File: src/rtl/bist_pkg.sv
// Shared definitions for the multiplier BIST controller and its MISR.
// Contents: FSM state enum, LFSR/MISR tap masks, operand/result widths and
// the shift-with-feedback helper used by both the LFSR and the MISR.
package bist_pkg;

  localparam int unsigned OP_W  = 4;
  localparam int unsigned RES_W = 8;

  // Tap masks select bits 7, 5, 4 and 3 for the feedback XOR.
  localparam logic [7:0] LFSR_TAPS = 8'hB8;
  localparam logic [7:0] MISR_TAPS = 8'hB8;

  typedef enum logic [1:0] {
    ST_IDLE  = 2'd0,
    ST_RUN   = 2'd1,
    ST_FLUSH = 2'd2,
    ST_DONE  = 2'd3
  } bist_state_e;

  // Shift left by one, new LSB is the XOR of the tapped bits.
  function automatic logic [7:0] shift_fb8(input logic [7:0] v, input logic [7:0] taps);
    return {v[6:0], ^(v & taps)};
  endfunction

endpackage

File: src/rtl/bist_misr8.sv
// 8-bit multiple-input signature register, shared by BIST controllers.
// Ports:
//   clk, rst       - clock, asynchronous active-high reset
//   clr            - synchronous clear to 0 (has priority over en)
//   en             - fold d into the signature this cycle
//   d              - response word to compact
//   sig            - registered signature
//   sig_next_c     - combinational value sig will take on the next edge
module bist_misr8
  import bist_pkg::*;
(
  input  logic             clk,
  input  logic             rst,
  input  logic             clr,
  input  logic             en,
  input  logic [RES_W-1:0] d,
  output logic [RES_W-1:0] sig,
  output logic [RES_W-1:0] sig_next_c
);

  logic [RES_W-1:0] sig_q;
  logic [RES_W-1:0] sig_d;

  // Next signature: clear, compact, or hold.
  always_comb begin
    sig_d = sig_q;
    if (clr) begin
      sig_d = '0;
    end else if (en) begin
      sig_d = shift_fb8(sig_q, MISR_TAPS) ^ d;
    end
  end

  always_ff @(posedge clk or posedge rst) begin
    if (rst) begin
      sig_q <= '0;
    end else begin
      sig_q <= sig_d;
    end
  end

  assign sig        = sig_q;
  assign sig_next_c = sig_d;

endmodule

File: src/rtl/bist_mult_ctrl.sv
// BIST controller for the 4x4 Booth multiplier: drives LFSR patterns onto the
// multiplier operands, compacts the registered products in a MISR and compares
// the final signature against GOLDEN_SIG.
// Optional feature macro: BIST_FUNC_MUX_EN adds func_a/func_b, which are
// forwarded (registered) to the multiplier while the BIST is idle or done.
// Ports:
//   clk, rst         - clock, asynchronous active-high reset
//   start            - run request, honoured in IDLE or DONE only
//   mul_result       - registered product from the multiplier
//   func_a, func_b   - functional operands (BIST_FUNC_MUX_EN only)
//   mul_a, mul_b     - multiplier operands (registered)
//   busy             - high in RUN and FLUSH
//   done             - high in DONE
//   pass             - signature matched GOLDEN_SIG (valid with done)
//   signature        - MISR contents
module bist_mult_ctrl
  import bist_pkg::*;
#(
  parameter int unsigned NUM_PATTERNS = 255,
  parameter logic [7:0]  LFSR_SEED    = 8'h01,
  parameter logic [7:0]  GOLDEN_SIG   = 8'h00
) (
  input  logic             clk,
  input  logic             rst,
  input  logic             start,
  input  logic [RES_W-1:0] mul_result,
`ifdef BIST_FUNC_MUX_EN
  input  logic [OP_W-1:0]  func_a,
  input  logic [OP_W-1:0]  func_b,
`endif
  output logic [OP_W-1:0]  mul_a,
  output logic [OP_W-1:0]  mul_b,
  output logic             busy,
  output logic             done,
  output logic             pass,
  output logic [RES_W-1:0] signature
);

  localparam int unsigned CNT_W    = 8;
  localparam logic [CNT_W-1:0] LAST_CNT = CNT_W'(NUM_PATTERNS - 1);

  bist_state_e         state_q, state_d;
  logic [7:0]          lfsr_q, lfsr_d;
  logic [CNT_W-1:0]    cnt_q, cnt_d;
  logic                pass_q, pass_d;
  logic                busy_q, busy_d;
  logic                done_q, done_d;
  logic [2*OP_W-1:0]   ops_q, ops_d;
  logic                misr_clr;
  logic                misr_en;
  logic [RES_W-1:0]    misr_sig;
  logic [RES_W-1:0]    misr_next_c;

  // FSM, LFSR, pattern counter and pass flag.
  always_comb begin
    state_d  = state_q;
    lfsr_d   = lfsr_q;
    cnt_d    = cnt_q;
    pass_d   = pass_q;
    misr_clr = 1'b0;
    misr_en  = 1'b0;
    unique case (state_q)
      ST_IDLE, ST_DONE: begin
        if (start) begin
          state_d  = ST_RUN;
          lfsr_d   = LFSR_SEED;
          cnt_d    = '0;
          pass_d   = 1'b0;
          misr_clr = 1'b1;
        end
      end
      ST_RUN: begin
        lfsr_d  = shift_fb8(lfsr_q, LFSR_TAPS);
        cnt_d   = cnt_q + CNT_W'(1);
        // First RUN cycle sees no product yet (one-cycle multiplier latency).
        misr_en = (cnt_q != '0);
        if (cnt_q == LAST_CNT) begin
          state_d = ST_FLUSH;
        end
      end
      ST_FLUSH: begin
        misr_en = 1'b1;
        state_d = ST_DONE;
        pass_d  = (misr_next_c == GOLDEN_SIG);
      end
    endcase
  end

  // Registered outputs follow the state being entered.
  always_comb begin
    busy_d = (state_d == ST_RUN) || (state_d == ST_FLUSH);
    done_d = (state_d == ST_DONE);
`ifdef BIST_FUNC_MUX_EN
    if ((state_d == ST_RUN) || (state_d == ST_FLUSH)) begin
      ops_d = lfsr_d;
    end else begin
      ops_d = {func_a, func_b};
    end
`else
    ops_d = (state_d == ST_RUN) ? lfsr_d : '0;
`endif
  end

  always_ff @(posedge clk or posedge rst) begin
    if (rst) begin
      state_q <= ST_IDLE;
      lfsr_q  <= '0;
      cnt_q   <= '0;
      pass_q  <= 1'b0;
      busy_q  <= 1'b0;
      done_q  <= 1'b0;
      ops_q   <= '0;
    end else begin
      state_q <= state_d;
      lfsr_q  <= lfsr_d;
      cnt_q   <= cnt_d;
      pass_q  <= pass_d;
      busy_q  <= busy_d;
      done_q  <= done_d;
      ops_q   <= ops_d;
    end
  end

  bist_misr8 u_misr (
    .clk        (clk),
    .rst        (rst),
    .clr        (misr_clr),
    .en         (misr_en),
    .d          (mul_result),
    .sig        (misr_sig),
    .sig_next_c (misr_next_c)
  );

  assign mul_a     = ops_q[2*OP_W-1:OP_W];
  assign mul_b     = ops_q[OP_W-1:0];
  assign busy      = busy_q;
  assign done      = done_q;
  assign pass      = pass_q;
  assign signature = misr_sig;

endmodule

File: config.mk
export PLATFORM = sky130hd
export DESIGN_NAME = bist_mult_ctrl
export DESIGN_NICKNAME = d
export VERILOG_FILES = /design/src/rtl/bist_pkg.sv /design/src/rtl/bist_misr8.sv /design/src/rtl/bist_mult_ctrl.sv
export SDC_FILE = /design/constraint.sdc
export NUM_CORES = 1
export LEC_CHECK = 0
export ABC_AREA = 0
export BUFFER_PORTS_ARGS = -buffer_cell sky130_fd_sc_hd__buf_2
export CAP_MARGIN = 10
export CORE_MARGIN = 1.5
export CORE_UTILIZATION = 56
export DETAILED_ROUTE_END_ITERATION = 10
export PLACE_DENSITY = 0.88
export SLEW_MARGIN = 20
export SYNTH_ARGS = -nofsm -noshare
export SYNTH_HDL_FRONTEND = slang
export SYNTH_SLANG_ARGS = --single-unit
File: constraint.sdc
create_clock -name clk -period 2.3 [get_ports clk]
set_clock_uncertainty 0.2 [all_clocks]
set_input_delay 0.115 -clock clk [delete_from_list [all_inputs] [get_ports clk]]
set_output_delay 0.115 -clock clk [all_outputs]
set_load 0.1 [all_outputs]
=== After elaboration in Yosys (flattened, before gate mapping) ===
Cells that the tools add are included.

* Register bits after elaboration: 37
* Input bits: 11
* Output and inout port bits: 19
* Word-level logic and storage cells: 44

* Add/subtract/negate cells: 1
* Eq/ne operators: 8
* Multiplexer cells: 15
* Bitwise logic cells: 1
* Reduce and logical (&&, ||, !) cells: 11

{| class="wikitable"
|+ Operators with widths
! cell !! count
|-
| $mux 8 || 5
|-
| $pmux 8 s2 || 2
|-
| $reduce_xor 8->1 || 2
|-
| $add 8x1->8 const B || 1
|-
| $eq 2x2->1 const B || 4
|-
| $eq 8x8->1 const B || 1
|-
| $logic_not 8->1 || 1
|-
| $reduce_bool 8->1 || 1
|-
| $xor 8x8->8 || 1
|-
| $pmux 2 s3 || 1
|-
| $eq 2x1->1 const B || 2
|-
| $mux 2 || 2
|-
| $pmux 1 s2 || 2
|-
| $reduce_and 2->1 || 2
|-
| $reduce_bool 2->1 || 2
|-
| $mux 1 || 3
|-
| $logic_not 2->1 || 1
|-
| $ne 2x2->1 const B || 1
|-
| $reduce_or 2->1 || 1
|-
| $logic_or 1x1->1 || 1
|}

=== Depth between registers and ports, before layout ===
Gate-level depths: netlist of the first run.

* Word-level depth: 6
* Depth in mapped cells: 8
* Gate-level depth less buffers: 8

=== Modules after synthesis ===
Synthesis of the first run repeated with hierarchy kept, for this count alone.

* Cells, all modules: 179
* Area total of the unflattened synthesis: 1838.0 µm²

{| class="wikitable"
|+ By module, submodules not included
! module !! instances !! cells an instance !! area each (µm²) !! sequential area each (µm²)
|-
| bist_mult_ctrl || 1 || 140 || 1422.6 || 725.7
|-
| bist_misr8 || 1 || 39 || 415.4 || 200.2
|}

=== Worst setup path before layout of the first run ===
No wires, ideal clock.

* Kind: reg-to-reg
* Start point: register u_misr.sig_q[4] (netlist: u_misr.sig[4])
* End point: register pass_q (netlist: pass)
* Library setup time: 104 ps
* Data arrival time: 1953 ps
* Data required time: 1996 ps
* Path slack: 44 ps
* Stages on the path, launching flop included: 6
* Buffers on the path: 0
* Period minus slack after synthesis: 2256 ps
* Cells stage by stage: dfrtp_1 > xnor2_1 > xnor2_1 > xnor2_1 > a2bb2oi_1 > o41ai_2

* Word-level cells in the longest chain between the ends: 6

{| class="wikitable"
|+ RTL lines
! element !! line !! source
|-
| from (decl) || bist_misr8.sv:21 || <nowiki>logic [RES_W-1:0] sig_q;</nowiki>
|-
| from (signal assigned) || bist_misr8.sv:38 || <nowiki>sig_q <= sig_d;</nowiki>
|-
| $reduce_xor 8->1 || bist_pkg.sv:22 || <nowiki>return {v[6:0], ^(v & taps)};</nowiki>
|-
| $xor 8x8->8 || bist_misr8.sv:30 || <nowiki>sig_d = shift_fb8(sig_q, MISR_TAPS) ^ d;</nowiki>
|-
| $mux 8 (*) || bist_misr8.sv:29 || <nowiki>end else if (en) begin</nowiki>
|-
| $mux 8 (*) || bist_misr8.sv:27 || <nowiki>if (clr) begin</nowiki>
|-
| $logic_not 8->1 (*) || bist_mult_ctrl.sv:84 || <nowiki>pass_d = (misr_next_c == GOLDEN_SIG);</nowiki>
|-
| $pmux 1 s2 (*) || bist_mult_ctrl.sv:62 || <nowiki>unique case (state_q)</nowiki>
|-
| to (signal assigned) || bist_mult_ctrl.sv:117 || <nowiki>pass_q <= pass_d;</nowiki>
|-
| to (decl) || bist_mult_ctrl.sv:45 || <nowiki>logic pass_q, pass_d;</nowiki>
|}

Mark *: on every way between the ends. The rest lies on a longest branch, timed or not.
A chain may end at the register's enable or synchronous reset.

=== Final worst setup path of the first run ===
* Start point: register cnt_q[0]
* End point: register u_misr.sig_q[6] (netlist: u_misr.sig[6])

* Word-level cells in the longest chain between the ends: 4

{| class="wikitable"
|+ RTL lines
! element !! line !! source
|-
| from (decl) || bist_mult_ctrl.sv:44 || <nowiki>logic [CNT_W-1:0] cnt_q, cnt_d;</nowiki>
|-
| from (signal assigned) || bist_mult_ctrl.sv:116 || <nowiki>cnt_q <= cnt_d;</nowiki>
|-
| $reduce_bool 8->1 || bist_mult_ctrl.sv:76 || <nowiki>misr_en = (cnt_q != '0);</nowiki>
|-
| $pmux 1 s2 || bist_mult_ctrl.sv:62 ||
|-
| $mux 8 || bist_misr8.sv:29 ||
|-
| $mux 8 || bist_misr8.sv:27 ||
|-
| via misr_next_c[6] || bist_mult_ctrl.sv:52 || <nowiki>logic [RES_W-1:0] misr_next_c;</nowiki>
|}

The timed path passes the listed nets, and every way through them passes these cells.

==> results by stage, run 1 <==
Place:
- The count of buffers added on input and output ports is 29.
- At the end of routability-driven placement, the weighted congestion stood at 0.858.
- The detailed placer's ending HPWL is 2570 um.
- The instance area after placement is 0.00211 mm2.

Yosys:
- The synthesis-stage register bit count is 37.
- The count of cell types in the netlist is 41.
- The average cell area after synthesis is 10.5 um2.
- The area share of and/or/nand/nor cells after synthesis is 13.6%.
- The adder-cell share of the synthesized area is 4.59%.
- Synthesis produced a netlist with a net count of 199.
- The dominant combinational cell family by area after synthesis is compound AO/OA/AOI/OAI gates.
- The cell count after synthesis is 181.
- Summing the areas of all compound-gate instances in the mapped netlist gives 17.6% of the synthesized area.
- The fraction of synthesized cell area in xor and xnor cells is 8.26%.
- Sequential cells were found to cover 48.5% of the synthesized design area.
- After synthesis, the share of cell area in mux cells is 2.69%.
- In this run the cell area of the synthesized design comes to 0.00191 mm2.
- The number of warning messages in the yosys log is 0.

Setup path:
- Traced cell by cell, the critical path runs through inv_1 -> ha_1 -> nor4b_2 -> nand2_1 -> a21oi_4 -> mux2_2 -> nor2_1.
- At the worst endpoint, the required time is 2.40 ns.
- In this run the worst path has a maximum fanout of 6.
- Among cell families on the critical path, the largest total delay comes from simple AND/OR/NAND/NOR gates.
- The kind of launch point of the worst setup path is a flip-flop.
- At the worst endpoint, the arrival time is 2.28 ns.
- The combined buffer and inverter count along the critical path is 1.
- The delay contributed by the slowest stage of the critical path is 0.47 ns.
- The endpoint class of the critical path is a flip-flop.
- The worst-path cell with the longest stage delay is dfrtp_2.
- The worst setup path is of the reg2reg kind.

Global routing:
- The total global routing track utilization is 24.2%.
- Entering global routing, the biggest net connects 38 pins.
- After global routing the overflow that remains totals 0.
- The via count of the first global-routing pass is 1,395.
- The first-pass GRT wire length is 6590 um.
- The initial antenna violation count is 0.

Pwr:
- For this design the total switching power over the nets is 1.15 mW.
- The internal power consumption is 1.21 mW.
- Registers are responsible for 35.5% of the overall power.
- The fraction of power consumed by combinational cells is 44.8%.
- The reported leakage power is 1.09 nW.
- The switching part of the total is 48.8%.
- Dividing total power by cell area gives a power density of 1030 mW/mm2.
- The worst-case IR drop observed on VDD is 0.000436 V.
- The relative contribution of the clock network to total power is 19.7%.

CTS:
- The H-tree generated during clock tree synthesis spans 2 levels.
- The CTS clock-pin slew for the worst setup and hold paths is 0.13 ns.
- TritonCTS built the clock tree.
- The latest clock arrival within the worst-skew pair is 0.36 ns.
- The clock tree buffer depth is 2.
- The total setup buffers inserted after CTS is 0.
- CTS saw 37 sinks.
- In this run the clock root is driven by a clkbuf_4.
- The number of clock buffers added by TritonCTS is 5.

Cells and area:
- The cell area after layout is 0.00229 mm2.
- The final layout net count is 241.
- The library cell used most frequently in the layout, excluding fill and tap cells, is dfrtp_1.
- The antenna diode count is 0.
- The top cell types in the final layout, fill and taps aside, are dfrtp_1, buf_2, nor2_1.
- The layout overhead on the synthesized area is 19.8%.
- The count of filler cells inserted in the layout is 236.
- The share of post-route cells with drive strength above 1 is 24.1%.

STA:
- Setup violations remaining at the end of the flow were counted as 0.
- The number of failing hold endpoints at the final stage is 0.
- For the pin with the worst max-slew slack, the measured transition is 0.501 ns.
- Hold is met by 0.108 ns.
- Timing would allow up to 459 MHz.
- The worst slew margin relative to its limit is 66.8%.
- In the finished design, the share of the clock period the worst path needs comes to 94.8%.
- The setup TNS is 0 ns.
- The count of final max-slew check failures is 0.
- The minimum clock period after layout is 2.18 ns.

Drt:
- After detailed routing, the number of remaining DRC violations is 0.
- For this block, the via count after detailed routing is 1,537.
- The total wirelength of the detailed-routed design is 4230 um.
- The first routing iteration left 106 violations.
- The number of routed nets with antenna violations is 0.
- The first-pass iteration count of the detailed router is 4.
- In the final routed layout, each cell accounts on average for 15.7 um.
- In the routed layout, each cell is associated on average with a via count of 5.69.

Floorplan:
- After floorplanning, the core was sized to cover 0.00331 mm2.
- The top-level port count is 30.
- Measured along the y axis, the die boundary spans 61.4 um.
- The starting utilization of the core area is 57.6%.
- After floorplanning, the core was divided into 21 placement rows.
- The width of the die is 61.4 um.
- The overall die area is 0.00377 mm2.

Flow run:
- Max-cap violations in this run came to 0.

Status:
- The run finished with clean final reports.

Min path:
- The min-delay analysis places its worst path in the category in2reg.
==> worst register-to-register path, stage by stage (launching register included) <==
cell	delay [ns]
dfrtp_2	0.47
inv_1	0.10
ha_1	0.16
nor4b_2	0.27
nand2_1	0.17
a21oi_4	0.25
mux2_2	0.39
nor2_1	0.11
==> cells in the mapped netlist <==
cell type / number / share of area (%)
nand2b_1: 1 / 0.33
nor2_1: 13 / 2.6
a2bb2oi_1: 1 / 0.46
a31oi_1: 1 / 0.33
or2_2: 1 / 0.33
xor2_1: 7 / 3.2
o2111ai_1: 2 / 0.92
o2bb2ai_1: 2 / 0.92
nand4_1: 1 / 0.33
inv_1: 9 / 1.8
buf_4: 1 / 0.39
dfrtp_1: 37 / 49
a32oi_1: 1 / 0.46
a21oi_2: 1 / 0.46
clkbuf_1: 4 / 0.79
nand3_1: 3 / 0.79
o41ai_2: 1 / 0.85
o2111ai_2: 1 / 0.79
o31ai_1: 2 / 0.79
o21ai_0: 10 / 2.6
xnor2_1: 11 / 5.0
buf_6: 2 / 1.2
nor4b_2: 1 / 0.79
and2b_1: 1 / 0.39
a221o_1: 1 / 0.52
mux2_2: 1 / 0.59
o21a_1: 3 / 1.2
or3_1: 2 / 0.66
a21bo_2: 1 / 0.52
a221oi_1: 1 / 0.46
nand2_1: 11 / 2.2
and3_1: 1 / 0.33
o211a_1: 2 / 1.0
buf_2: 2 / 0.52
a21oi_1: 8 / 2.1
nor2b_1: 3 / 0.98
and2_1: 9 / 3.0
a22o_1: 7 / 3.2
nor3_1: 4 / 1.0
mux2i_1: 4 / 2.1
ha_1: 7 / 4.6
==> flip-flops by register name (all words and copies together) (netlist names) <==
| register | cells |
|---|---|
| done | 1 |
| cnt_q | 8 |
| state_q | 2 |
| lfsr_q | 8 |
| busy | 1 |
| u_misr.sig | 8 |
| ops_q | 8 |
| pass | 1 |
==> power by group through the flow <==
stage	Clock [mW]	Sequential (mW)	Combinational, mW
2_1_floorplan	0	1.35	0.327
3_3_place_gp	0	0.836	0.997
3_5_place_dp	0	0.839	1.01
4_1_cts	0.470	0.827	1.03
5_1_grt	0.495	0.852	1.11
6_report	0.465	0.838	1.06
==> metrics by stage <==
| stage | total power [mW] | worst slack (ns) | std cells | utilization (%) |
|---|---|---|---|---|
| 2_1_floorplan | 1.68 | 0.0440 | 181 | - |
| 3_3_place_gp | 1.83 | 0.209 | 254 | 63.7 |
| 3_5_place_dp | 1.85 | 0.157 | 254 | 63.7 |
| 4_1_cts | 2.33 | 0.127 | 270 | 68.6 |
| 5_1_grt | 2.46 | -0.00957 | 270 | 69.0 |
| 6_report | 2.36 | 0.120 | 270 | 69.0 |
==> routing by layer <==
layer	vias up	global-route usage (%)	wire length, um
met5	-	0	0
met4	0	14.3	195
met3	22	7.35	240
met2	59	35.4	2010
met1	741	31.7	1780
li1	715	-	-
==> kinds of logic (layout without fill, tap and decap cells) <==
group	count (synthesis)	count (layout)
compound gates	45	45
xor+xnor	18	18
fa+ha+maj	7	7
buf+inv	18	61
flops	37	37
mux	5	5
simple gates	51	51
==> final timing paths <==
path                                      startpoint                      end  slack [ns]  cells after the start
worst max-delay path            cnt_q[0]$_DFFE_PP0P_  u_misr.sig[6]$_DFF_PP0_        0.12                      7
worst min-delay path                   mul_result[6]  u_misr.sig[6]$_DFF_PP0_        0.11                      4
worst max register to register  cnt_q[0]$_DFFE_PP0P_  u_misr.sig[6]$_DFF_PP0_        0.12                      7
worst min register to register      pass$_DFFE_PP0P_         pass$_DFFE_PP0P_        0.31                      2
max in group asynchronous                        rst     cnt_q[0]$_DFFE_PP0P_        1.36                      4
min in group asynchronous                        rst  u_misr.sig[3]$_DFF_PP0_        0.19                      4
==> what timing repair did <==
| item | in CTS | in global routing |
|---|---|---|
| gates resized for setup | 0 | 5 |
| endpoints found under the hold margin | 45 | 0 |
| setup endpoints to repair | 0 | 12 |
| hold buffers | 8 | 0 |
==> area by class of cell <==
cell class	count	area (um2)	share of cell area, %
clock inverters	3	46.3	2.03
multi-input cells	126	906	39.6
flip-flops and latches	37	927	40.6
inverters	9	33.8	1.48
repair buffers	44	278	12.2
clock buffers	5	37.5	1.64
well taps	46	57.6	2.52
Power figures use the tool's default switching activity.
==> run 2: changes to the inputs <==
--- a/config.mk
+++ b/config.mk
@@ -8,10 +8,12 @@
 export ABC_AREA = 0
 export BUFFER_PORTS_ARGS = -buffer_cell sky130_fd_sc_hd__buf_2
 export CAP_MARGIN = 10
+export CORE_ASPECT_RATIO = 1.25
 export CORE_MARGIN = 1.5
 export CORE_UTILIZATION = 56
 export DETAILED_ROUTE_END_ITERATION = 10
 export PLACE_DENSITY = 0.88
+export REMOVE_ABC_BUFFERS = 1
 export SLEW_MARGIN = 20
 export SYNTH_ARGS = -nofsm -noshare
 export SYNTH_HDL_FRONTEND = slang
==> run 2 against run 1 <==
Core utilization increased by 2.0 points. Total power rose by 3.1%. Sequential share of layout area shrank 0.14 points. Clock power rose by 22%. Critical endpoint is now u_misr.sig[5]$_DFF_PP0_.
==> results by stage, run 2 (same netlist as run 1, synthesis figures left out) <==
Pwr:
- The internal portion of the total power is 1.30 mW.
- For this design the total switching power over the nets is 1.13 mW.
- The clock network burns 23.3% of the power.
- In this run the power density over the cells is 1060 mW/mm2.
- The fraction of power consumed by combinational cells is 42.6%.
- The reported leakage power is 1.09 nW.
- In this run, flip-flops and latches consume 34.1% of the power.
- The power after layout is 2.44 mW.
- The maximum vdd drop is 0.00121 V.
- The switching part of the total is 46.6%.

Drt:
- The first routing iteration left 63 violations.
- In the routed layout, each cell is associated on average with a via count of 5.67.
- For this run, design rule violations remaining after detail routing come to 0.
- The final route contains 1,475 vias.
- The number of routed nets with antenna violations is 0.
- The mean routed wirelength per cell is 15.2 um.
- The pre-antenna-repair detailed-routing pass consisted of 4 iterations.
- The total wirelength of the detailed-routed design is 3950 um.

Floorplan:
- In this run the core area contains 23 standard-cell rows.
- The width of the die is 55.2 um.
- The top-level port count is 30.
- The overall die area is 0.00377 mm2.
- Measured along the y axis, the die boundary spans 68.3 um.
- The total area inside the core boundary comes to 0.00322 mm2.
- The starting utilization of the core area is 59.2%.

CTS:
- The CTS clock-pin slew for the worst setup and hold paths is 0.08 ns.
- The clock reaches the later pin of the worst-skew pair after 0.30 ns.
- Clock tree synthesis inserted a total of 5 buffers.
- In this run the number of H-tree levels came out at 2.
- The clock passes through at most 2 buffers.
- The cell chosen for the clock root is clkbuf_8.
- The number of clock sinks is 37.
- The CTS tree is done.

Cells and area:
- The share of post-route cells with drive strength above 1 is 24.2%.
- The layout overhead on the synthesized area is 20.1%.
- The final layout net count is 240.
- 0 antenna diodes ended up in the layout.
- Leaving out fill and tap cells, the most frequent cells in the layout are dfrtp_1, buf_2, nor2_1.
- For this run, the share of the core covered by cells in the final layout is 71.1%.
- The layout has 231 filler cells.
- The library cell used most frequently in the layout, excluding fill and tap cells, is dfrtp_1.

STA:
- The number of failing hold endpoints at the final stage is 0.
- After layout, the minimum clock period comes to 2.17 ns.
- The final setup violation count is 0.
- Summed over all failing endpoints, the final setup total negative slack is 0 ns.
- Dividing the final minimum period by the clock period gives 94.4%.
- The achievable frequency is 461 MHz.
- The count of final max-slew check failures is 0.
- The worst-margin pin slew is 0.500 ns.
- Setup repair after global routing left no endpoint under its margin.
- The final worst hold slack is 0.0156 ns.
- Headroom to the max-slew limit came out at 66.9%.

Global routing:
- Global routing finished with a remaining overflow of 0.
- The via count of the first global-routing pass is 1,422.
- The initial antenna violation count is 0.
- For this run, the total global-route usage over all layers was measured as 22.8%.
- The maximum number of pins on one net before global-route repair is 38.
- The first-pass GRT wire length is 6490 um.

Setup path:
- The largest single stage delay on the critical path is 0.45 ns.
- The endpoint class of the critical path is a flip-flop.
- The worst-path cell with the longest stage delay is dfrtp_1.
- The critical path's top delay family is simple AND/OR/NAND/NOR gates.
- The critical path goes through inv_1 -> ha_1 -> nor4b_2 -> nand2_1 -> a21oi_4 -> buf_4 -> mux2i_1 -> nor2_1.
- STA puts the critical path data required time at 2.29 ns.
- The combined buffer and inverter count along the critical path is 2.
- The kind of launch point of the worst setup path is a flip-flop.
- The classification of the worst setup path is reg2reg.
- STA puts the critical path data arrival time at 2.16 ns.
- In this run the worst path has a maximum fanout of 6.

Place:
- The global placement routability congestion is 0.856.
- The detailed placer's ending HPWL is 2670 um.
- During placement, the flow inserted port buffers numbering 29.

Status:
- The run finished with clean final reports.

Flow run:
- The max-capacitance violation count is 0.

Min path:
- The path class of the lowest-slack min-delay path is in2reg.
run 2: cell types whose count changed in the layout (fill, tap and decap cells not counted), sizes merged:
| cell | before | now |
|---|---|---|
| buf | 36 | 37 |
| dlygate4sd3 | 8 | 6 |
run 2: what timing repair did:
action	4_1_cts	5_1_grt
setup endpoints to repair	0	13
gates resized for setup	0	3
buffers inserted	0	1
hold buffers	6	0
endpoints found under the hold margin	42	0
run 2: final timing paths:
path | startpoint | end | slack [ns] | cells after the start
worst max-delay path | cnt_q[0]$_DFFE_PP0P_ | u_misr.sig[5]$_DFF_PP0_ | 0.13 | 8
worst max register to register | cnt_q[0]$_DFFE_PP0P_ | u_misr.sig[5]$_DFF_PP0_ | 0.13 | 8
worst min register to register | pass$_DFFE_PP0P_ | pass$_DFFE_PP0P_ | 0.30 | 2
worst min-delay path | mul_result[5] | u_misr.sig[5]$_DFF_PP0_ | 0.02 | 4
max in group asynchronous | rst | u_misr.sig[4]$_DFF_PP0_ | 1.30 | 4
min in group asynchronous | rst | cnt_q[0]$_DFFE_PP0P_ | 0.27 | 4
run 2: area by class of cell:
type                       count  area, um2  area share (%)
sequential                    37        926            40.4
clock buffer                   5       68.8            3.00
tap                           37       46.3            2.02
inverter                       9       33.8            1.47
timing repair buffer          43        265            11.6
clock inverter                 3       46.3            2.02
multi-input combinational    126        905            39.5
run 2: power by group through the flow:
| stage | Sequential (mW) | Combinational (mW) | Clock, mW |
|---|---|---|---|
| after floorplan | 1.35 | 0.325 | 0 |
| after global placement | 0.837 | 1.01 | 0 |
| after detailed placement | 0.841 | 1.02 | 0 |
| after CTS | 0.829 | 1.03 | 0.576 |
| after global routing | 0.843 | 1.08 | 0.602 |
| final | 0.829 | 1.04 | 0.568 |
run 2: metal layers:
layer,global-route usage (%),vias to the layer above,part of all wire (%),wire length [um]
li1,-,711,-,-
met1,25.2,713,41,1630
met2,40.6,43,52,2060
met3,5.29,8,4.0,157
met4,13.1,0,2.6,104
met5,0,-,0,0
run 2: stage by stage:
| stage | std cells | setup slack [ns] | area (um2) |
|---|---|---|---|
| 6_report | 260 | 0.129 | 2290 |
| 5_1_grt | 260 | 0.0105 | 2290 |
| 4_1_cts | 259 | 0.0567 | 2270 |
| 3_5_place_dp | 245 | 0.114 | 2100 |
| 3_3_place_gp | 245 | 0.176 | 2100 |
| 2_1_floorplan | 172 | 0.0340 | 1850 |
run 2: worst reg2reg max path, delay by kind of cell (launching register included):
kind | cells | cell delay (ns)
AND/OR/NAND/NOR | 3 | 0.51
flip-flops | 1 | 0.45
buffers and inverters | 2 | 0.29
AO/OA/AOI/OAI | 1 | 0.24
adder cells (fa/ha/maj) | 1 | 0.18
multiplexers | 1 | 0.18
==> run 3: changes to the inputs <==
--- a/config.mk
+++ b/config.mk
@@ -11,6 +11,7 @@
 export CORE_ASPECT_RATIO = 1.25
 export CORE_MARGIN = 1.5
 export CORE_UTILIZATION = 56
+export CTS_BUF_LIST = sky130_fd_sc_hd__clkbuf_16
 export DETAILED_ROUTE_END_ITERATION = 10
 export PLACE_DENSITY = 0.88
 export REMOVE_ABC_BUFFERS = 1
==> run 3 against run 2 <==
Die area is the same. Critical path type unchanged. Register-to-register slack lost 0.04 ns. Clock-buffer cell count is the same. Core utilization grew 0.74 points. First-iteration DRC count grew 1.6%. Critical path depth is the same. Non-clock buffer count shrank 3. Sequential share of layout area shrank 0.42 points. Worst hold slack lost 0.0086 ns. Fmax shrank 1.9%.
==> results by stage, run 3 (same netlist as run 1, synthesis figures left out) <==
Status:
- The run finished with clean final reports.

Pwr:
- The maximum vdd drop is 0.00150 V.
- The reported leakage power is 1.10 nW.
- The power share of the sequential group is 31.4%.
- The completed layout was analyzed and its total power is 2.65 mW.
- The relative contribution of the clock network to total power is 29.5%.
- Dividing total power by cell area gives a power density of 1140 mW/mm2.
- Internal power comes to 1.49 mW.
- The switching part of the total is 43.8%.
- Summed over all nets, the switching power comes to 1.16 mW.
- The fraction of power consumed by combinational cells is 39.1%.

STA:
- The tightest hold path in the finished design has a slack of 0.00698 ns.
- Derived from the worst setup path, the maximum achievable clock frequency is 452 MHz.
- The worst path needs 2.21 ns of the cycle, external delays included.
- At the pin with the least slew margin, the transition time is 0.496 ns.
- The count of final max-slew check failures is 0.
- Of the available clock period, the critical path in the final layout requires 96.3%.
- The number of failing hold endpoints at the final stage came to 0.
- For the final routed database, the setup TNS stands at 0 ns.
- The least setup slack across all paths after layout is 0.0858 ns.
- Setup violations remaining at the end of the flow were counted as 0.
- The worst slew margin relative to its limit is 67.1%.
- Setup repair after global routing could not meet its margin everywhere.

Drt:
- The number of vias per cell after detailed routing is 5.76.
- For this run, the detailed router's first-pass iteration total came to 4.
- The number of DRC violations after detailed routing is 0.
- The mean routed wirelength per cell is 15.7 um.
- The final layout contains routed wiring with a total length of 4040 um.
- The count of nets left with antenna violations once routing finished came out at 0.
- The starting DRC count in detailed routing is 64.
- The total via count in the routed design is 1,480.

Global routing:
- The total global routing track utilization is 23.0%.
- The remaining global-route overflow is 0.
- The maximum number of pins on one net before global-route repair is 38.
- The initial antenna violation count is 0.
- The via count of the first global-routing pass came to 1,474.
- The first-pass GRT wire length is 6650 um.

CTS:
- The CTS tree is done.
- The total setup buffers inserted after CTS is 0.
- The CTS clock-pin slew for the worst setup and hold paths is 0.06 ns.
- The depth of the CTS H-tree is 2.
- The number of clock sinks is 37.
- Buffers inserted during clock tree synthesis total 5.
- The latest clock arrival within the worst-skew pair is 0.28 ns.
- The tree is rooted in a clkbuf_16.
- The clock tree buffer depth is 2.

Place:
- The number of placed instances, taps included is 245.
- Prior to clock tree synthesis, the placed netlist has a worst setup slack of 0.114 ns.
- The count of buffers added on input and output ports is 29.
- The global placement routability congestion is 0.856.
- The instance area after placement is 0.00210 mm2.
- The HPWL after detailed placement is 2670 um.

Cells and area:
- The total area of sequential cells is 926 um2.
- The library cell used most frequently in the layout, excluding fill and tap cells, is dfrtp_1.
- The filler cells instantiated in the layout total 231.
- In the layout the commonest cells are dfrtp_1, buf_2, nor2_1.
- The area of the multi-input gates is 900 um2.
- The final layout net count is 237.
- The layout overhead on the synthesized area is 21.3%.
- Excluding fillers, the count of instances in the completed layout stands at 257.
- The number of antenna diodes in the final layout is 0.
- The share of post-route cells with drive strength above 1 is 24.5%.
- Cells fill 71.8% of the core in the end.
- The cell area after layout is 0.00231 mm2.

Flow run:
- The max-capacitance violation count is 0.

Setup path:
- In this run the worst path has a maximum fanout of 6.
- The data arrival time of the worst path is 2.19 ns.
- The slowest stage of the critical path is the dfrtp_1 cell.
- The classification of the worst setup path is reg2reg.
- The kind of launch point of the worst setup path is a flip-flop.
- The data required time at the worst endpoint is 2.27 ns.
- For the worst flop-to-flop path, the logic depth is 8.
- The signal on the critical path passes through inv_1 -> ha_1 -> nor4b_2 -> nand2_1 -> a21oi_2 -> buf_4 -> mux2i_1 -> nor2_1.
- STA classifies the critical path endpoint as a flip-flop.
- For this run, the slowest stage of the critical path takes 0.44 ns.

Floorplan:
- In this run the horizontal extent of the chip is 55.2 um.
- The top-level port count is 30.
- The overall die height is 68.3 um.
- The starting utilization of the core area is 59.2%.
- The overall die area is 0.00377 mm2.
- The total area inside the core boundary comes to 0.00322 mm2.
- The floorplan has 23 rows.

Min path:
- Counting instances, the worst hold path has a depth of 3.
- The min-delay analysis places its worst path in the category in2reg.
==> run 3: cell types whose count changed in the layout (fill, tap and decap cells not counted), sizes merged <==
cell         before  now
dlygate4sd3       6    4
buf              37   36
==> run 3: worst paths after layout <==
check / from / to / slack (ns)
max: cnt_q[0]$_DFFE_PP0P_ / u_misr.sig[5]$_DFF_PP0_ / 0.09
min: mul_result[4] / u_misr.sig[4]$_DFF_PP0_ / 0.007
max reg2reg: cnt_q[0]$_DFFE_PP0P_ / u_misr.sig[5]$_DFF_PP0_ / 0.09
min reg2reg: pass$_DFFE_PP0P_ / pass$_DFFE_PP0P_ / 0.30
max in group asynchronous: rst / u_misr.sig[4]$_DFF_PP0_ / 1.28
min in group asynchronous: rst / u_misr.sig[7]$_DFF_PP0_ / 0.28
==> run 3: layout make-up <==
cell class	instances	area share, %
Tap cell	37	2.00
Inverter	9	1.46
Multi-Input combinational cell	126	38.9
Clock inverter	3	2.00
Sequential cell	37	40.0
Clock buffer	5	5.41
Timing Repair Buffer	40	10.3
==> run 3: repair_timing <==
action,in CTS,in global routing
endpoints found under the setup margin,0,12
hold buffers,4,0
endpoints found under the hold margin,40,0
resized for setup,0,3
==> run 3: routing by layer <==
layer	vias to the layer above	track usage (%)	routed length [um]
li1	710	-	-
met3	10	5.86	158
met5	-	0	0
met4	0	11.3	110
met1	716	25.9	1680
met2	44	40.9	2090
==> run 3: worst max-delay path, delay by kind of cell (launching register included) <==
kind,cells,cell delay (ns)
compound gates,1,0.30
fa+ha+maj,1,0.18
buf+inv,2,0.31
flops,1,0.44
mux,1,0.18
simple gates,3,0.48
==> run 3: power groups by stage <==
| stage | Clock, mW | Sequential (mW) | Combinational, mW |
|---|---|---|---|
| finish | 0.781 | 0.831 | 1.03 |
| global route | 0.809 | 0.846 | 1.08 |
| CTS | 0.786 | 0.831 | 1.03 |
| detailed placement | 0 | 0.841 | 1.02 |
| global placement | 0 | 0.837 | 1.01 |
| floorplan | 0 | 1.35 | 0.325 |
